### src/rtl/i2s_pkg.sv
// i2s_pkg: shared constants and types for the I2S serial receiver.
//   CHNL_W_DEF : default bits per channel slot
//   CNT_W      : width of the per-word bit counter
//   state_t    : framing FSM states
package i2s_pkg;

  localparam int CHNL_W_DEF = 24;
  localparam int CNT_W      = 5;

  typedef enum logic [1:0] {
    IDLE = 2'd0,  // waiting for a ws falling edge
    SYNC = 2'd1,  // swallowing the one-bit I2S delay slot
    LFT  = 2'd2,  // shifting in the left word
    RGHT = 2'd3   // shifting in the right word
  } state_t;

endpackage

### src/rtl/i2s_sync_edge.sv
// i2s_sync_edge: two-flop synchronizer for an asynchronous level plus one
// extra flop so edges of the synchronized level can be detected in clk.
// Ports:
//   clk, rst_n : system clock, asynchronous active-low reset
//   din        : asynchronous input level
//   lvl        : synchronized level
//   rise, fall : one-clk strobes on synchronized rising / falling edges
module i2s_sync_edge (
  input  logic clk,
  input  logic rst_n,
  input  logic din,
  output logic lvl,
  output logic rise,
  output logic fall
);

  // sr[0], sr[1] form the metastability chain; sr[2] is the previous level.
  logic [2:0] sr;

  always_ff @(posedge clk or negedge rst_n) begin
    if (!rst_n) begin
      sr <= '0;
    end else begin
      sr <= {sr[1:0], din};
    end
  end

  assign lvl  = sr[1];
  assign rise = sr[1] & ~sr[2];
  assign fall = ~sr[1] & sr[2];

endmodule

### src/rtl/i2s_serf_rx.sv
// i2s_serf_rx: Philips-format I2S slave receiver. Oversamples sclk/ws/data
// in clk, locks to the frame on a ws falling edge and deserializes 24-bit
// left/right words, MSB first, with the standard one-bit delay after ws.
// Ports:
//   clk, rst_n           : system clock, asynchronous active-low reset
//   I2S_sclk             : bit clock (asynchronous, period >= 8 clk)
//   I2S_ws               : word select, 0 = left, 1 = right
//   I2S_data             : serial data, sampled on sclk rising edges
//   lft_chnnl/rght_chnnl : sample pair, guaranteed only while vld is high
//   vld                  : one-clk strobe per received left/right pair
//
// Handshake: vld is a pure strobe with no ready/backpressure; the consumer
// must capture lft_chnnl and rght_chnnl in the cycle vld is high.
module i2s_serf_rx
  import i2s_pkg::*;
#(
  parameter int CHNL_W = CHNL_W_DEF
) (
  input  logic              clk,
  input  logic              rst_n,
  input  logic              I2S_sclk,
  input  logic              I2S_ws,
  input  logic              I2S_data,
  output logic [CHNL_W-1:0] lft_chnnl,
  output logic [CHNL_W-1:0] rght_chnnl,
  output logic              vld
);

  localparam logic [CNT_W-1:0] CNT_LAST = CNT_W'(CHNL_W);

  logic sclk_lvl, sclk_rise, sclk_fall;
  logic ws_lvl, ws_rise, ws_fall;
  logic [1:0] data_sr;

  i2s_sync_edge u_sclk_sync (
    .clk  (clk),
    .rst_n(rst_n),
    .din  (I2S_sclk),
    .lvl  (sclk_lvl),
    .rise (sclk_rise),
    .fall (sclk_fall)
  );

  i2s_sync_edge u_ws_sync (
    .clk  (clk),
    .rst_n(rst_n),
    .din  (I2S_ws),
    .lvl  (ws_lvl),
    .rise (ws_rise),
    .fall (ws_fall)
  );

  // Data only needs a level, so it gets the bare two-flop chain. Its
  // latency matches the sclk chain, keeping data aligned with sclk_rise.
  always_ff @(posedge clk or negedge rst_n) begin
    if (!rst_n) begin
      data_sr <= '0;
    end else begin
      data_sr <= {data_sr[0], I2S_data};
    end
  end

  // Only sclk_rise and ws_fall drive the framing; the other edge strobes
  // and the synced sclk level are unused by this block.
  logic unused_edges;
  assign unused_edges = sclk_lvl ^ sclk_fall ^ ws_rise;

  // Observable FSM state for checkers.
  state_t                state, state_nxt;
  logic [CNT_W-1:0]      cnt, cnt_nxt, cnt_inc;
  logic [2*CHNL_W-1:0]   shift, shift_nxt;
  logic                  vld_nxt;

  always_ff @(posedge clk or negedge rst_n) begin
    if (!rst_n) begin
      state <= IDLE;
      cnt   <= '0;
      shift <= '0;
      vld   <= 1'b0;
    end else begin
      state <= state_nxt;
      cnt   <= cnt_nxt;
      shift <= shift_nxt;
      vld   <= vld_nxt;
    end
  end

  assign cnt_inc = cnt + 1'b1;

  always_comb begin
    state_nxt = state;
    cnt_nxt   = cnt;
    shift_nxt = shift;
    vld_nxt   = 1'b0;
    case (state)
      IDLE: begin
        if (ws_fall) state_nxt = SYNC;
      end
      SYNC: begin
        // This rise carries the previous frame's right LSB; drop it.
        if (sclk_rise) begin
          cnt_nxt   = '0;
          state_nxt = LFT;
        end
      end
      LFT: begin
        if (sclk_rise) begin
          shift_nxt = {shift[2*CHNL_W-2:0], data_sr[1]};
          if (cnt_inc == CNT_LAST) begin
            cnt_nxt   = '0;
            state_nxt = RGHT;
          end else begin
            cnt_nxt = cnt_inc;
          end
        end
      end
      RGHT: begin
        if (sclk_rise) begin
          shift_nxt = {shift[2*CHNL_W-2:0], data_sr[1]};
          if (cnt_inc == CNT_LAST) begin
            cnt_nxt = '0;
            // The right LSB rides on rise #1 of the next frame, so ws must
            // already be low here; if not, framing was lost.
            if (!ws_lvl) begin
              vld_nxt   = 1'b1;
              state_nxt = LFT;
            end else begin
              state_nxt = IDLE;
            end
          end else begin
            cnt_nxt = cnt_inc;
          end
        end
      end
      default: state_nxt = IDLE;
    endcase
  end

  assign lft_chnnl  = shift[2*CHNL_W-1:CHNL_W];
  assign rght_chnnl = shift[CHNL_W-1:0];

endmodule

### config.mk
export PLATFORM = sky130hd
export DESIGN_NAME = i2s_serf_rx
export DESIGN_NICKNAME = d
export VERILOG_FILES = /design/src/rtl/i2s_pkg.sv /design/src/rtl/i2s_sync_edge.sv /design/src/rtl/i2s_serf_rx.sv
export SDC_FILE = /design/constraint.sdc
export NUM_CORES = 1
export LEC_CHECK = 0
export ABC_AREA = 1
export CAP_MARGIN = 5
export CELL_PAD_IN_SITES_DETAIL_PLACEMENT = 0
export CELL_PAD_IN_SITES_GLOBAL_PLACEMENT = 1
export CORE_ASPECT_RATIO = 0.6
export CORE_MARGIN = 3
export CORE_UTILIZATION = 42
export CTS_BUF_LIST = sky130_fd_sc_hd__clkbuf_4 sky130_fd_sc_hd__clkbuf_8
export CTS_CLUSTER_DIAMETER = 150
export DETAILED_ROUTE_END_ITERATION = 8
export PLACE_DENSITY = 0.94
export SLEW_MARGIN = 10
export SYNTH_ARGS = -nofsm -noshare
export SYNTH_HDL_FRONTEND = slang
export SYNTH_SLANG_ARGS = --single-unit
### constraint.sdc
create_clock -name clk -period 2.7 [get_ports clk]
set_clock_uncertainty 0.1 [all_clocks]
set_input_delay 0.405 -clock clk [delete_from_list [all_inputs] [get_ports clk]]
set_output_delay 0.405 -clock clk [all_outputs]
set_load 0.02 [all_outputs]
### Yosys cells after proc, flatten, opt, wreduce, memory -nomap -nowiden

Index checks and enable logic that the tools add are counted.

| cells by class | value |
|---|---|
| bitwise logic cells | 4 |
| order comparisons | 0 |
| div/mod/pow operators | 0 |
| reduce and logical (&&, ||, !) cells | 6 |
| mux-type cells | 16 |
| shift operators | 0 |
| add/sub/neg operators | 1 |
| equal/unequal tests | 11 |
| multipliers | 0 |

Operators with widths:

| operator | count |
|---|---|
| $mux 5 | 3 |
| $mux 2 | 7 |
| $ne 2x2->1 const B | 5 |
| $pmux 5 s2 | 1 |
| $pmux 2 s4 | 1 |
| $reduce_and 6->1 | 1 |
| $add 5x1->5 const B | 1 |
| $eq 5x5->1 const B | 1 |
| $eq 2x2->1 const B | 2 |
| $mux 1 | 4 |
| $ne 2x1->1 const B | 2 |
| $reduce_and 3->1 | 1 |
| $and 1x1->1 | 2 |
| $eq 2x1->1 const B | 1 |
| $logic_not 2->1 | 1 |
| $not 1->1 | 2 |
| $reduce_and 2->1 | 1 |
| $reduce_bool 2->1 | 1 |
| $reduce_or 2->1 | 1 |

| storage, ports and cells | value |
|---|---|
| input bits | 5 |
| bits in read-only memories | 0 |
| word-level logic and storage cells | 45 |
| RAM bits | 0 |
| memories kept | 0 |
| register bits after elaboration | 64 |
| output and inout port bits | 49 |
| bits in latches | 0 |

### Longest topological paths before layout

Gate-level depths: netlist (run 1).

| depth | value |
|---|---|
| depth in word-level cells | 5 |
| mapped depth | 9 |
| mapped depth without buffers | 9 |

### Hierarchy

From an unflattened synthesis (run 1), not the netlist that was laid out.

| unflattened totals | value |
|---|---|
| cells, all modules | 272 |
| area, all modules | 2494.9 um^2 |

By module, submodules not included:

| module | seq. area each (um^2) | area an instance (um^2) | cells an instance | instances |
|---|---|---|---|---|
| i2s_serf_rx | 1451.4 | 2314.7 | 258 | 1 |
| i2s_sync_edge | 75.1 | 90.1 | 7 | 2 |

### Least setup slack after synthesis (run 1)

No wires, ideal clock.

| timing path | value |
|---|---|
| path type | register to register |
| start | register cnt[0] |
| end | register state[0] |
| data arrival time | 1145 ps |
| path buffers | 0 |
| slack | 1339 ps |
| cell stages (with the launch flop) | 10 |
| clock period less this slack | 1361 ps |
| setup time | 117 ps |
| required time | 2483 ps |
| path through | dfrtp_1 > ha_1 > nand3_1 > nand2_1 > nand2_2 > nand4_1 > nand2_1 > nand2_1 > nand2_1 > nand2_1 |

| on the way | value |
|---|---|
| cells in the longest elaborated chain, start to end | 4 |
| elaborated cells between the ends (all ways) | 5 |
| those cells by class | add/sub: 1; eq/ne: 3; reduce/logical: 1 |

RTL lines:

| what | RTL line | text |
|---|---|---|
| from (decl) | i2s_serf_rx.sv:70 | `logic [CNT_W-1:0] cnt, cnt_nxt, cnt_inc;` |
| from (signal assigned) | i2s_serf_rx.sv:82 | `cnt <= cnt_nxt;` |
| $add 5x1->5 (*) | i2s_serf_rx.sv:88 | `assign cnt_inc = cnt + 1'b1;` |
| $eq 5x5->1 (*) | i2s_serf_rx.sv:109, i2s_serf_rx.sv:120 |  |
| $ne 2x2->1 (no source line) | n/a |  |
| $reduce_and 6->1 (no source line) (*) | n/a |  |
| to (signal assigned) | i2s_serf_rx.sv:81 | `state <= state_nxt;` |
| to (decl) | i2s_serf_rx.sv:69 | `state_t state, state_nxt;` |

Every way passes the cells marked *; elsewhere a longest branch is shown, timed or not.
A chain may end at the register's enable or synchronous reset.

### Worst setup path in the final report (run 1)

| timing path | value |
|---|---|
| start | register shift[13] |
| end | output port rght_chnnl[13] |

RTL lines:

| what | RTL line | text |
|---|---|---|
| from (decl) | i2s_serf_rx.sv:71 | `logic [2*CHNL_W-1:0] shift, shift_nxt;` |
| from (signal assigned) | i2s_serf_rx.sv:83 | `shift <= shift_nxt;` |
| to (decl) | i2s_serf_rx.sv:25 | `output logic [CHNL_W-1:0] rght_chnnl,` |

No word-level cell between the ends.

==> impl_metrics.json, run 1 <==
{
  "run_status": "complete, no violations",
  "h-tree-depth": 3,
  "rr_worst_depth": 5,
  "area_growth_pct": 31.5,
  "worst-setup-path-type": "flop to output port",
  "swShare_pct": 30.7,
  "r2r_setup_slack_ns": 1.03,
  "cts_made_buffers": 9,
  "seqPwrFrac_pct": 46.2,
  "fin_setup_tns_ns": 0,
  "post-route-util_pct": 60.5,
  "final_common_cell": "nand2_1",
  "post_cts_buffers": 0,
  "drive_gt1_share_pct": 7.58,
  "crit_path_end_kind": "output port",
  "p_switching_w": 0.000810,
  "cts_tree": "yes",
  "rsz0062_at_grt": "false",
  "grt_pass1_vias": 1828,
  "antennaDiodeCount": 0,
  "fp-row-count": 20,
  "internal_power_w": 0.00183,
  "ys_seq_area_share_pct": 65.0,
  "die_x_um": 105,
  "max_stage_delay_ns": 0.63,
  "core_um2": 5360,
  "ys_warn_count": 0,
  "io_buffers": 53,
  "fmax_mhz": 531,
  "grt_pass1_wl_mm": 8.85,
  "initial_core_util_pct": 46.0,
  "tightest_slew_ns": 0.766,
  "maxSlewViolCount": 0,
  "postCtsHoldBufs": 0,
  "drtIter0Drc": 86,
  "cts_buffer_depth": 2,
  "cp.arrival_ns": 1.38,
  "multi_input_area_um2": 743,
  "grt_max_degree": 65,
  "clk_pin_slew_ns": 0.06,
  "final_cell_area_um2": 3240,
  "period_share_pct": 69.7,
  "seq_area_um2": 1600,
  "critPathRequiredTime_ns": 2.19,
  "hold_path.class": "input port to async pin",
  "path_cells": "clkdlybuf4s50_1",
  "p_clk_share_pct": 31.8,
  "firstDrtPassIters": 4,
  "cp-startpoint": "shift[13]",
  "cts.sinks": 64,
  "r2r-start": "u_sclk_sync.sr[2]",
  "clock_latency_ns": 0.34,
  "track_usage_pct": 16.5,
  "ys_ff_latch": 64,
  "wire_per_inst_um": 12.4,
  "leakage_nw": 1.67,
  "ctsResizeCount": 0,
  "synth_area_um2": 2460,
  "power_density_nw_per_um2": 814,
  "synthCells": 268,
  "synth_cell_types": 21,
  "antenna_left": 0,
  "hpwl_mm": 3.30,
  "vias": 1843,
  "critPathTopFamily": "buffers and inverters",
  "cp-start-kind": "flop",
  "die_h_um": 65.3,
  "clock_tree.root_cell": "clkbuf_8",
  "final_cell_mix": "154 x nand2_1, 64 x dfrtp_1, 52 x clkdlybuf4s50_1, 11 x inv_1, 11 x clkbuf_8",
  "postSynthAreaPerCell_um2": 9.19,
  "die-area_um2": 6850,
  "slew_headroom_pct": 48.9,
  "num-fill-cells": 478,
  "final-hold-violation-count": 0,
  "drv_cap": 0,
  "antenna_found_initial": 0,
  "overflow": 0,
  "via_per_inst": 4.53,
  "p_comb_share_pct": 22.0,
  "cp_max_fo": 3,
  "finalCriticalPeriod_ns": 1.88,
  "crit-reg2reg-capture": "shift[22]",
  "final-setup-viol-count": 0,
  "syn-num-nets": 274,
  "crit_slowest_cell": "clkdlybuf4s50_1",
  "cp_num_buf_inv": 1,
  "drc": 0,
  "finalNetCount": 331,
  "routed_wl_mm": 5.06,
  "num_io_pins": 54,
  "place_congestion": 0.770,
  "irDropWorstVdd_mv": 0.450,
  "placed_area_um2": 3030
}
-- synth_stat cells (all sizes together) --
| library cell | number | area [µm²] |
|---|---|---|
| o22ai | 1 | 12.5 |
| nand2 | 156 | 588 |
| buf | 8 | 68.8 |
| nand3 | 4 | 20.0 |
| o21ai | 8 | 40.0 |
| nor2 | 4 | 17.5 |
| o21bai | 1 | 7.51 |
| a22o | 1 | 8.76 |
| a21oi | 2 | 10.0 |
| clkbuf | 2 | 7.51 |
| nand4 | 3 | 18.8 |
| ha | 1 | 12.5 |
| dfrtp | 64 | 1600 |
| nor3 | 1 | 5.00 |
| inv | 12 | 45.0 |
-- power groups by stage --
stage / logic, W / clock network, W / registers (W)
after floorplan: 0.000261 / 0 / 0.00131
after global placement: 0.000575 / 0 / 0.00124
after detailed placement: 0.000588 / 0 / 0.00123
after CTS: 0.000591 / 0.000864 / 0.00122
after global routing: 0.000648 / 0.000917 / 0.00124
final: 0.000581 / 0.000838 / 0.00122
-- layer usage --
metal / global-route usage [%] / wire length (µm) / vias up / share of wire [%]
met5: 0 / 0 / - / 0
met4: 5.40 / 54 / 0 / 1.1
met3: 8.15 / 413 / 6 / 8.2
met2: 22.7 / 2040 / 54 / 40
met1: 22.6 / 2550 / 850 / 50
li1: - / - / 933 / -
-- sequential cells by signal (all words and copies together), names as in the netlist --
register	count
data_sr	2
u_ws_sync.sr	3
state	2
cnt	5
vld	1
shift	48
u_sclk_sync.sr	3
-- kinds of logic after synthesis --
kind of cell / count (synthesis) / synth area share [%]
fa+ha+maj: 1 / 0.508
buf+inv: 22 / 4.93
flops: 64 / 65.0
simple gates: 168 / 26.4
compound gates: 13 / 3.20
-- layout make-up --
cell class | instances | share of cell area [%]
Multi-Input combinational cell | 182 | 22.9
Inverter | 12 | 1.39
Sequential cell | 64 | 49.4
Clock inverter | 3 | 1.24
Clock buffer | 13 | 5.14
Tap cell | 77 | 2.97
Timing Repair Buffer | 56 | 16.9
-- how the worst max path moves through the flow --
stage | to | slack (ns) | cells past startpoint
floorplan | state[0] | 1.34 | 9
global placement | shift[22] | 1.07 | 5
detailed placement | shift[22] | 1.03 | 5
CTS | lft_chnnl[7] | 0.80 | 1
global route | lft_chnnl[7] | 0.75 | 1
finish | rght_chnnl[13] | 0.82 | 1
-- metrics by stage --
stage / instances / hold WS, ns / setup WS, ns / total power (W)
after detailed placement: 391 / 0.235 / 1.03 / 0.00182
after global routing: 407 / 0.195 / 0.754 / 0.00281
after floorplan: 268 / 0.00941 / 1.34 / 0.00157
after CTS: 407 / 0.154 / 0.802 / 0.00267
final: 407 / 0.137 / 0.817 / 0.00264
after global placement: 391 / 0.233 / 1.07 / 0.00181
No activity file was read; power rests on OpenSTA's default activity.
==> inputs of run 2 (changes only) <==
--- a/config.mk
+++ b/config.mk
@@ -11,11 +11,11 @@
 export CELL_PAD_IN_SITES_GLOBAL_PLACEMENT = 1
 export CORE_ASPECT_RATIO = 0.6
 export CORE_MARGIN = 3
-export CORE_UTILIZATION = 42
+export CORE_UTILIZATION = 35
 export CTS_BUF_LIST = sky130_fd_sc_hd__clkbuf_4 sky130_fd_sc_hd__clkbuf_8
 export CTS_CLUSTER_DIAMETER = 150
 export DETAILED_ROUTE_END_ITERATION = 8
-export PLACE_DENSITY = 0.94
+export PLACE_DENSITY = 0.84
 export SLEW_MARGIN = 10
 export SYNTH_ARGS = -nofsm -noshare
 export SYNTH_HDL_FRONTEND = slang
==> constraint.sdc (replaced) <==
create_clock -name clk -period 1.6 [get_ports clk]
set_clock_uncertainty 0.1 [all_clocks]
set_input_delay 0.24 -clock clk [delete_from_list [all_inputs] [get_ports clk]]
set_output_delay 0.24 -clock clk [all_outputs]
set_load 0.02 [all_outputs]
==> impl_metrics.json, run 2 (same netlist as run 1, synthesis figures left out) <==
{
  "antennaDiodeCount": 0,
  "fp-row-count": 22,
  "path_cells": "ha_2 -> nand3_1 -> nand2_1 -> nand2_2 -> nand4_1 -> nand2_2 -> nand2_1 -> nand2_1 -> nand2_1",
  "place_congestion": 0.931,
  "fmax_mhz": 685,
  "fin_setup_tns_ns": 0,
  "die_x_um": 114,
  "place_inst": 399,
  "final_cell_mix": "153 x nand2_1, 64 x dfrtp_1, 48 x dlygate4sd2_1, 11 x inv_1, 10 x clkbuf_8",
  "clock_latency_ns": 0.33,
  "leakage_nw": 1.90,
  "drive_gt1_share_pct": 8.43,
  "drv_cap": 0,
  "crit_slowest_cell": "dfrtp_1",
  "drc": 0,
  "critPathRequiredTime_ns": 1.71,
  "p_comb_share_pct": 21.8,
  "period_share_pct": 91.3,
  "num-fill-cells": 635,
  "tightest_slew_ns": 0.479,
  "die-area_um2": 8110,
  "antenna_left": 0,
  "top_register": "shift",
  "via_per_inst": 4.48,
  "grt_pass1_wl_mm": 8.17,
  "cts.sinks": 64,
  "grt_max_degree": 65,
  "wire_per_inst_um": 11.8,
  "cp.arrival_ns": 1.58,
  "antenna_found_initial": 0,
  "vias": 1865,
  "seqPwrFrac_pct": 49.1,
  "crit_top_cell": "nand2_1",
  "run_status": "complete, no violations",
  "core_um2": 6440,
  "overflow": 0,
  "num_io_pins": 54,
  "routed_wl_mm": 4.92,
  "p_switching_w": 0.00136,
  "crit_path_end_kind": "flop",
  "post-route-util_pct": 49.8,
  "internal_power_w": 0.00283,
  "p_clk_share_pct": 29.2,
  "finalCriticalPeriod_ns": 1.46,
  "slew_headroom_pct": 68.1,
  "cts_made_buffers": 9,
  "die_h_um": 71.0,
  "cp-start-kind": "flop",
  "power_density_nw_per_um2": 1300,
  "cts_buffer_depth": 2,
  "io_buffers": 53,
  "worst-setup-path-type": "flop to flop",
  "grt_pass1_vias": 1710,
  "track_usage_pct": 12.8,
  "area_growth_pct": 30.3,
  "max_stage_delay_ns": 0.42,
  "swShare_pct": 32.5,
  "cp_max_fo": 5,
  "finalNonFillerCells": 416,
  "drtIter0Drc": 117,
  "final-setup-viol-count": 0,
  "reg_top3": "shift (48), cnt (5)",
  "finalNetCount": 333,
  "post-layout-total-power_w": 0.00418,
  "post_cts_buffers": 0,
  "final-hold-violation-count": 0,
  "irDropWorstVdd_mv": 0.802,
  "initial_core_util_pct": 38.2,
  "clock_tree.root_cell": "clkbuf_8",
  "hpwl_mm": 3.11,
  "firstDrtPassIters": 4,
  "h-tree-depth": 3,
  "multi_input_area_um2": 748,
  "final_common_cell": "nand2_1",
  "cts_tree": "yes",
  "maxSlewViolCount": 0,
  "largest_reg_flops": 48,
  "clk_pin_slew_ns": 0.07,
  "hold_path.class": "input port to flop",
  "r2r_setup_slack_ns": 0.14,
  "hold_ws_ns": 0.241,
  "seq_area_um2": 1600
}
## run 2: metrics by stage
stage / area, µm² / setup WS (ns)
after floorplan: 2460 / 0.239
after global placement: 3080 / 0.174
after detailed placement: 3080 / 0.141
after CTS: 3200 / 0.00658
after global routing: 3210 / -0.0000919
final: 3210 / 0.139
## run 2: area by class of cell
class | count | share of cell area, %
Multi-Input combinational cell | 182 | 23.3
Inverter | 12 | 1.40
Clock inverter | 3 | 0.546
Clock buffer | 13 | 4.99
Sequential cell | 64 | 49.9
Timing Repair Buffer | 58 | 16.6
Tap cell | 84 | 3.27
## run 2: worst max-delay path, delay by kind of cell, from the launching register on
kind          cells  cell delay, ns
fa+ha+maj         1            0.23
flops             1            0.42
simple gates      8            0.61
## run 2: per-layer routing
metal / track usage [%] / vias to the layer above / wire (µm)
met2: 16.7 / 58 / 1990
li1: - / 943 / -
met4: 4.74 / 0 / 62
met5: 0 / - / 0
met3: 5.47 / 8 / 310
met1: 18.8 / 856 / 2560
## run 2: worst paths after layout
kind,startpoint,endpoint,cells after the start
max,cnt[0],state[0],9
min,I2S_data,data_sr[0],1
max reg2reg,cnt[0],state[0],9
min reg2reg,u_ws_sync.sr[0],u_ws_sync.sr[1],0
max in group asynchronous,rst_n,shift[12],3
min in group asynchronous,rst_n,shift[23],3
## run 2: power groups by stage
stage / Clock (W) / Sequential [W] / Combinational (W)
global placement: 0 / 0.00208 / 0.00100
CTS: 0.00127 / 0.00205 / 0.000917
global route: 0.00133 / 0.00209 / 0.00102
floorplan: 0 / 0.00221 / 0.000440
detailed placement: 0 / 0.00208 / 0.00101
finish: 0.00122 / 0.00205 / 0.000910
## run 2: repair_timing
item / CTS / global route
hold buffers: 1 / 0
gates cloned: 0 / 0
endpoints found under the hold margin: 64 / 0
setup endpoints to repair: 48 / 2
resized for setup: 48 / 3
==> inputs of run 3 (changes only) <==
--- a/config.mk
+++ b/config.mk
@@ -15,6 +15,7 @@
 export CTS_BUF_LIST = sky130_fd_sc_hd__clkbuf_4 sky130_fd_sc_hd__clkbuf_8
 export CTS_CLUSTER_DIAMETER = 150
 export DETAILED_ROUTE_END_ITERATION = 8
+export GPL_TIMING_DRIVEN = 1
 export PLACE_DENSITY = 0.84
 export SLEW_MARGIN = 10
 export SYNTH_ARGS = -nofsm -noshare
==> results of run 3 <==
The final DEF is identical to that of run 2; final timing and power are the same.
